<file path="src/rtl/fifo_rd_stream_if.sv">
// Stream-side bundle for fifo_rd_stream: the FIFO read port plus the
// valid/ready output stream. The master modport is the drain engine; the
// slave modport is the environment (FIFO read side plus stream sink).
interface fifo_rd_stream_if #(
    parameter int WIDTH = 8
);
    logic             fifo_empty;
    logic [WIDTH-1:0] fifo_dout;
    logic             fifo_rd_en;
    logic             m_valid;
    logic [WIDTH-1:0] m_data;
    logic             m_ready;

    modport master (
        input  fifo_empty,
        input  fifo_dout,
        output fifo_rd_en,
        output m_valid,
        output m_data,
        input  m_ready
    );

    modport slave (
        output fifo_empty,
        output fifo_dout,
        input  fifo_rd_en,
        input  m_valid,
        input  m_data,
        output m_ready
    );
endinterface

</file>
<file path="src/rtl/fifo_rd_stream.sv">
// Read-side drain engine: turns the registered FIFO read port into a
// valid/ready stream through a 3-entry skid buffer. Read issue uses a credit
// check (occ + inflight < 3) so it never depends on m_ready.
// Optional: define FIFO_RD_STREAM_CNT_EN to add the xfer_cnt and stall outputs.
module fifo_rd_stream #(
    parameter int WIDTH = 8
) (
    input  logic        clk,
    input  logic        rst,
`ifdef FIFO_RD_STREAM_CNT_EN
    output logic [15:0] xfer_cnt,
    output logic        stall,
`endif
    fifo_rd_stream_if.master bus
);

    typedef logic [1:0] ptr_t;

    logic [1:0]       occ;
    logic             inflight;
    ptr_t             head;
    ptr_t             tail;
    logic [WIDTH-1:0] mem [3];
    logic [2:0]       credit;
    logic             pop;

    // Circular pointer increment over three slots.
    function automatic ptr_t ptr_inc(input ptr_t p);
        return (p == 2'd2) ? 2'd0 : p + 2'd1;
    endfunction

    // Read issue: registered occupancy plus the in-flight word, never m_ready.
    always_comb begin
        // NOTE: every always_comb output gets a default first so no path can infer a latch.
        credit         = 3'd0;
        bus.fifo_rd_en = 1'b0;
        credit         = {1'b0, occ} + {2'b00, inflight};
        bus.fifo_rd_en = !rst && !bus.fifo_empty && (credit < 3'd3);
    end

    // Stream side: valid whenever the buffer holds a word; data straight from storage.
    always_comb begin
        bus.m_valid = (occ != 2'd0);
        bus.m_data  = mem[head];
        pop         = bus.m_valid && bus.m_ready;
    end

    // Buffer state: capture the in-flight word, retire accepted words.
    always_ff @(posedge clk) begin
        if (rst) begin
            occ      <= 2'd0;
            inflight <= 1'b0;
            head     <= 2'd0;
            tail     <= 2'd0;
            // NOTE: the three storage slots are cleared so m_data reads zero out of reset.
            for (int i = 0; i < 3; i++) begin
                mem[i] <= '0;
            end
        end else begin
            // NOTE: non-blocking updates keep every register sampling pre-edge values.
            inflight <= bus.fifo_rd_en;
            if (inflight) begin
                mem[tail] <= bus.fifo_dout;
                tail      <= ptr_inc(tail);
            end
            if (pop) begin
                head <= ptr_inc(head);
            end
            occ <= occ + {1'b0, inflight} - {1'b0, pop};
        end
    end

`ifdef FIFO_RD_STREAM_CNT_EN
    // Transfer counter (wraps) and one-cycle-late sink stall flag.
    always_ff @(posedge clk) begin
        if (rst) begin
            xfer_cnt <= 16'd0;
            stall    <= 1'b0;
        end else begin
            stall <= bus.m_valid && !bus.m_ready;
            if (pop) begin
                xfer_cnt <= xfer_cnt + 16'd1;
            end
        end
    end
`endif

endmodule

</file>
<file path="src/flat_wrapper.sv">
// flat-port wrapper written by rule: the top's interface ports become plain ports
module fifo_rd_stream_flat 
#(
    parameter int WIDTH = 8
)
  (clk, rst, bus_fifo_empty, bus_fifo_dout, bus_fifo_rd_en, bus_m_valid, bus_m_data, bus_m_ready);
  fifo_rd_stream_if #(.WIDTH(WIDTH)) bus_i ();
  input  logic clk;
  input  logic rst;
  input wire logic [$bits(bus_i.fifo_empty)-1:0] bus_fifo_empty;
  input wire logic [$bits(bus_i.fifo_dout)-1:0] bus_fifo_dout;
  output wire logic [$bits(bus_i.fifo_rd_en)-1:0] bus_fifo_rd_en;
  output wire logic [$bits(bus_i.m_valid)-1:0] bus_m_valid;
  output wire logic [$bits(bus_i.m_data)-1:0] bus_m_data;
  input wire logic [$bits(bus_i.m_ready)-1:0] bus_m_ready;
  assign bus_i.fifo_empty = bus_fifo_empty;
  assign bus_i.fifo_dout = bus_fifo_dout;
  assign bus_fifo_rd_en = bus_i.fifo_rd_en;
  assign bus_m_valid = bus_i.m_valid;
  assign bus_m_data = bus_i.m_data;
  assign bus_i.m_ready = bus_m_ready;
  fifo_rd_stream #(.WIDTH(WIDTH)) u_core (.clk(clk), .rst(rst), .bus(bus_i));
endmodule
</file>
<file path="config.mk">
export PLATFORM = sky130hd
export DESIGN_NAME = fifo_rd_stream_flat
export DESIGN_NICKNAME = d
export VERILOG_FILES = /design/src/rtl/fifo_rd_stream_if.sv /design/src/rtl/fifo_rd_stream.sv /design/src/flat_wrapper.sv
export SDC_FILE = /design/constraint.sdc
export NUM_CORES = 1
export LEC_CHECK = 0
export CAP_MARGIN = 30
export CORE_MARGIN = 4
export CORE_UTILIZATION = 45
export CTS_CLUSTER_SIZE = 28
export DETAILED_ROUTE_END_ITERATION = 7
export PLACE_DENSITY = 0.72
export SYNTH_ARGS = -nofsm -noshare
export SYNTH_HDL_FRONTEND = slang
export SYNTH_SLANG_ARGS = --single-unit
export TNS_END_PERCENT = 50
</file>
<file path="constraint.sdc">
create_clock -name clk -period 3.54 [get_ports clk]
set_input_delay 0.354 -clock clk [delete_from_list [all_inputs] [get_ports clk]]
set_output_delay 0.354 -clock clk [all_outputs]
set_load 0.02 [all_outputs]
</file>
Word level (Yosys, flattened, before mapping)
Memories as Yosys holds them, arrays and structs flattened. A register that Yosys moved wholly into a read port is not among the register bits.
Cells that the tools add are included.
{ "totals": {"wordCells": 32, "ff_bits": 7, "ram_bits": 24, "memories": 1, "inputBits": 12} }
{ "mem_list": {"columns": ["memory", "words", "width", "rd", "rd_clocked_by_memory_dff", "wr", "line_no", "rtl"], "rows": [
  ["u_core.mem", 3, 8, 1, 1, 3, "fifo_rd_stream.sv:23", "logic [WIDTH-1:0] mem [3];"]
]} }
{ "op_classes": {"n_eq_ne": 2, "reduce_logical": 7, "n_lt_le_gt_ge": 1, "muxes": 12, "n_addsub": 5} }
{ "ops": {"columns": ["operator", "n"], "rows": [
  ["two-way mux 2 bit", 5],
  ["two-way mux 8 bit", 1],
  ["OR reduction 8 bit", 1],
  ["two-way mux 1 bit", 6],
  ["adder 2 x 1 -> 2 bit (second input constant)", 2],
  ["equality test 2 bit (second input constant)", 2],
  ["adder 2 x 1 -> 3 bit", 1],
  ["logical AND 1 bit", 3],
  ["< comparator 3 x 2 -> 1 bit (second input constant)", 1],
  ["adder 2 x 1 -> 2 bit", 1],
  ["zero test 1 bit", 2],
  ["nonzero test 2 bit", 1],
  ["subtractor 2 x 1 -> 2 bit", 1]
]} }

Longest topological paths before layout
{ "logic_depth": {"ltp_word": 5, "depth_mapped": 5} }

Worst setup path after synthesis
No wires, ideal clock.
{ "synth_path": {"path_kind": "reg-to-output", "startpoint": "reg u_core.inflight", "endpoint": "out bus_fifo_rd_en", "n_path_buf": 0, "path_stages_with_launch": 4, "arrival_ns": 1.946, "required_time_ns": 3.186, "path_slack_ns": 1.240, "cell_sequence": "dfxtp_1 > ha_1 > ha_1 > a2111oi_0"} }
{ "synth_via": {"elab_chain_len": 3} }
{ "synth_rtl": {"columns": ["element", "line_no", "rtl"], "rows": [
  ["start, declared", "fifo_rd_stream.sv:20", "logic inflight;"],
  ["start signal, assigned", "fifo_rd_stream.sv:61", "inflight <= bus.fifo_rd_en;"],
  ["adder 2 x 1 -> 3 bit", "fifo_rd_stream.sv:37", "credit = {1'b0, occ} + {2'b00, inflight};"],
  ["< comparator 3 x 2 -> 1 bit", "fifo_rd_stream.sv:38", "bus.fifo_rd_en = !rst && !bus.fifo_empty && (credit < 3'd3);"],
  ["logical AND 1 bit", "fifo_rd_stream.sv:38", null],
  ["end, declared", "flat_wrapper.sv:12", "output wire logic [$bits(bus_i.fifo_rd_en)-1:0] bus_fifo_rd_en;"]
]} }
No other way between the ends.

Worst setup path after layout
Same ends and word-level chain as after synthesis.

==> metrics.md <==
| Metric | Value |
|---|---|
| Outcome | `completed` |
| Worst Setup End Kind | `primary output` |
| DR vias | `971` |
| DR DRC count | `0` |
| Synthesized flop and latch total | `41` |
| Clk sinks | `41` |
| Synth top area share | `54.8%` |
| CTS buffer count | `5` |
| Yosys warns | `0` |
| Syn_nets | `131` |
| Fin crit share | `72.9%` |
| RSZ-0062 raised after global routing | `false` |
| Vias per cell | `5.14` |
| Power Total | `0.921 mW` |
| Area of the multi-input gates | `587 sq um` |
| Post-CTS Setup Bufs | `0` |
| Max-cap viol count | `0` |
| Die Span X | `70.4 microns` |
| Worst slew margin | `38.9%` |
| Post-synth cell types | `26` |
| Slew @ Worst Pin | `0.915 ns` |
| Hold Crit Depth | `2` |
| Hold Path Sink | `u_core.tail[0]$_SDFFE_PP0P_` |
| Reg2Reg Depth | `2` |
| Min-delay worst type | `flop to flop` |
| CTS H-Tree Depth | `2` |
| Largest net degree at the start of global routing | `18` |
| Initial Util | `47.2%` |
| Final Net Count | `155` |
| Ports | `22` |
| Crit path buffers/inverters | `1` |
| Finished Cell Area | `0.00209 sq mm` |
| # fillers | `329` |
| Seq. cell area | `0.00114 sq mm` |
| DR WL/cell | `15.8 microns` |
| Util after Layout | `56.2%` |
| Clk_skew | `0.0115 ns` |
| PostCTS Resize Cnt | `0` |
| CP max stage cell | `clkdlybuf4s50_1` |
| # rows | `22` |
| Crit path kind | `flop to primary output` |
| Mapped Cells | `116` |
| IO buf count | `21` |
| Antenna violations before repair | `0` |
| CTS root buf | `clkbuf_8` |
| Clock Latency Late Sink | `0.29 ns` |
| GP Congestion | `0.730` |
| Most used cell, CP | `ha_1` |
| Detailed router's first-iteration violation count | `60` |
| Maximum root-to-sink buffer count | `2` |
| Tmin final | `2.58 ns` |
| Final setup TNS | `0 ns` |
| Layout cells sized above 1 | `14.2%` |
| LEAKAGE | `0.745 nW` |
| Critical path arrival | `2.23 ns` |
| Crit-path max cell delay | `0.68 ns` |
| RR Endpoint | `u_core.mem[1][3]$_SDFFCE_PN0P_` |
| Die Area | `0.00496 sq mm` |
| CP cell instances | `ha_1 > ha_1 > a2111oi_0 > clkdlybuf4s50_1` |
| Crit path depth | `4` |
| First-pass detailed-route iteration total | `4` |
| Placement Cell Area | `0.00201 sq mm` |
| CTS hold repair buffers | `0` |
| Clk pin slew, worst setup/hold paths | `0.06 ns` |
| Die Height | `70.4 microns` |
| All-Layer GR Usage | `13.3%` |
| Crit path launch type | `flop` |
| Final antenna-violating net count | `0` |
| CTS tree | `built` |
| Largest area contributor in the netlist | `edfxtp_1` |
| Antenna diodes | `0` |
| RR Startpoint | `u_core.inflight$_SDFF_PP0_` |
| Drt total wl | `2.98 mm` |
| Global-route wire length before repair | `4.95 mm` |
| Fmax | `387 MHz` |
| Power per Cell Area | `441 mW/mm^2` |
| Number of hold violations in the final report | `0` |
| Post-DP HPWL | `2.08 mm` |
| Syn avg cell area | `15.1 sq um` |
| Area Overhead vs Synth | `19.1%` |
| CORE AREA | `0.00372 sq mm` |
| Number of global-route vias before repair | `1000` |
| Sequential fraction of the synthesis area | `65.1%` |
| Synth area leaders | `edfxtp_1 55%, dfxtp_1 10%, mux4_2 10%` |
| Pins Over Slew Limit | `0` |
| Hold Path Origin | `u_core.tail[0]$_SDFFE_PP0P_` |
| Synth Cell Area | `0.00175 sq mm` |
| Crit-path max FO | `6` |
| Peak supply drop | `289 uV` |
| Grt ovf | `0` |
| Crit-path leading delay family | `buffers and inverters` |
| FF-to-FF setup slack | `1.88 ns` |
| Critical Path RT | `3.19 ns` |
| Setup-failing EPs final | `0` |
kinds of logic after synthesis:
group                      count (synthesis)  share of synthesized area [%]
adders and majority gates                  3                           2.14
muxes                                     12                           12.7
DFF                                       41                           65.1
AOI/OAI and AO/OA                          9                           3.28
and+or+nand+nor                           45                           15.3
buffers and inverters                      6                           1.43
sequential cells by signal (all words and copies together), names as in the netlist, named ones only:
register	count
u_core.mem	32
u_core.head	2
u_core.occ	2
u_core.tail	2
u_core.inflight	1
final cells by class:
cell class	count	share of cell area, %
clock buffers	7	3.66
clock inverters	1	0.240
inverters	2	0.360
multi-input cells	69	28.1
flip-flops and latches	41	54.7
well taps	48	2.88
repair buffers	21	10.1
tightest hold or removal path, cell delays in order (launching register included):
cell	delay, ns
dfxtp_1	0.32
nand2b_1	0.07
a21oi_1	0.06
power breakdown:
part | switching, mW | internal (mW) | total (mW)
Sequential | 0.00992 | 0.537 | 0.547
Clock | 0.146 | 0.138 | 0.284
Combinational | 0.0424 | 0.0482 | 0.0906
stage by stage:
step,hold slack [ns],setup slack (ns),cells
floorplan,0.437,1.24,116
global placement,0.471,1.06,181
detailed placement,0.483,0.991,181
CTS,0.494,0.912,189
global route,0.521,0.807,189
finish,0.490,0.958,189
worst max-delay path by stage:
stage | from | to
6_report | u_core.inflight$_SDFF_PP0_ | bus_fifo_rd_en
5_1_grt | u_core.inflight$_SDFF_PP0_ | bus_fifo_rd_en
4_1_cts | u_core.inflight$_SDFF_PP0_ | bus_fifo_rd_en
3_5_place_dp | rst | bus_fifo_rd_en
3_3_place_gp | rst | bus_fifo_rd_en
2_1_floorplan | u_core.inflight$_SDFF_PP0_ | bus_fifo_rd_en
placed cells by master, fill, tap and decap left out:
cell,instances
clkinv_2,1
nand2_1,3
a21oi_1,3
nor2_1,5
dfxtp_1,9
mux2_2,1
mux4_2,8
clkdlybuf4s50_1,21
and2_1,24
a2111oi_0,2
inv_1,1
nor2b_1,3
clkbuf_8,5
mux2_1,1
o21ai_0,1
o21ai_1,1
nor3_2,2
o21bai_1,2
inv_2,1
or2_2,1
nand2b_1,5
clkbuf_1,2
or3_1,1
edfxtp_1,32
ha_1,3
nor2_2,1
mux2i_1,2
Yosys cell counts:
cell / number
and2_1: 24
a21oi_1: 3
buf_1: 1
a2111oi_0: 2
mux2_1: 1
nand2_1: 3
buf_2: 2
mux2_2: 1
or2_2: 1
nor2_2: 1
or3_1: 1
nor2b_1: 3
nor3_2: 2
dfxtp_1: 9
mux4_2: 8
inv_1: 1
o21ai_1: 1
o21bai_1: 2
nor2_1: 5
inv_2: 1
ha_1: 3
edfxtp_1: 32
nand2b_1: 5
o21ai_0: 1
mux2i_1: 2
clkbuf_1: 1
layer usage:
metal | track usage (%) | wire length [microns]
met1 | 17.1 | 1360
met2 | 21.4 | 1470
met3 | 4.60 | 124
met4 | 3.83 | 34
met5 | 0 | 0
Power figures use the tool's default switching activity.
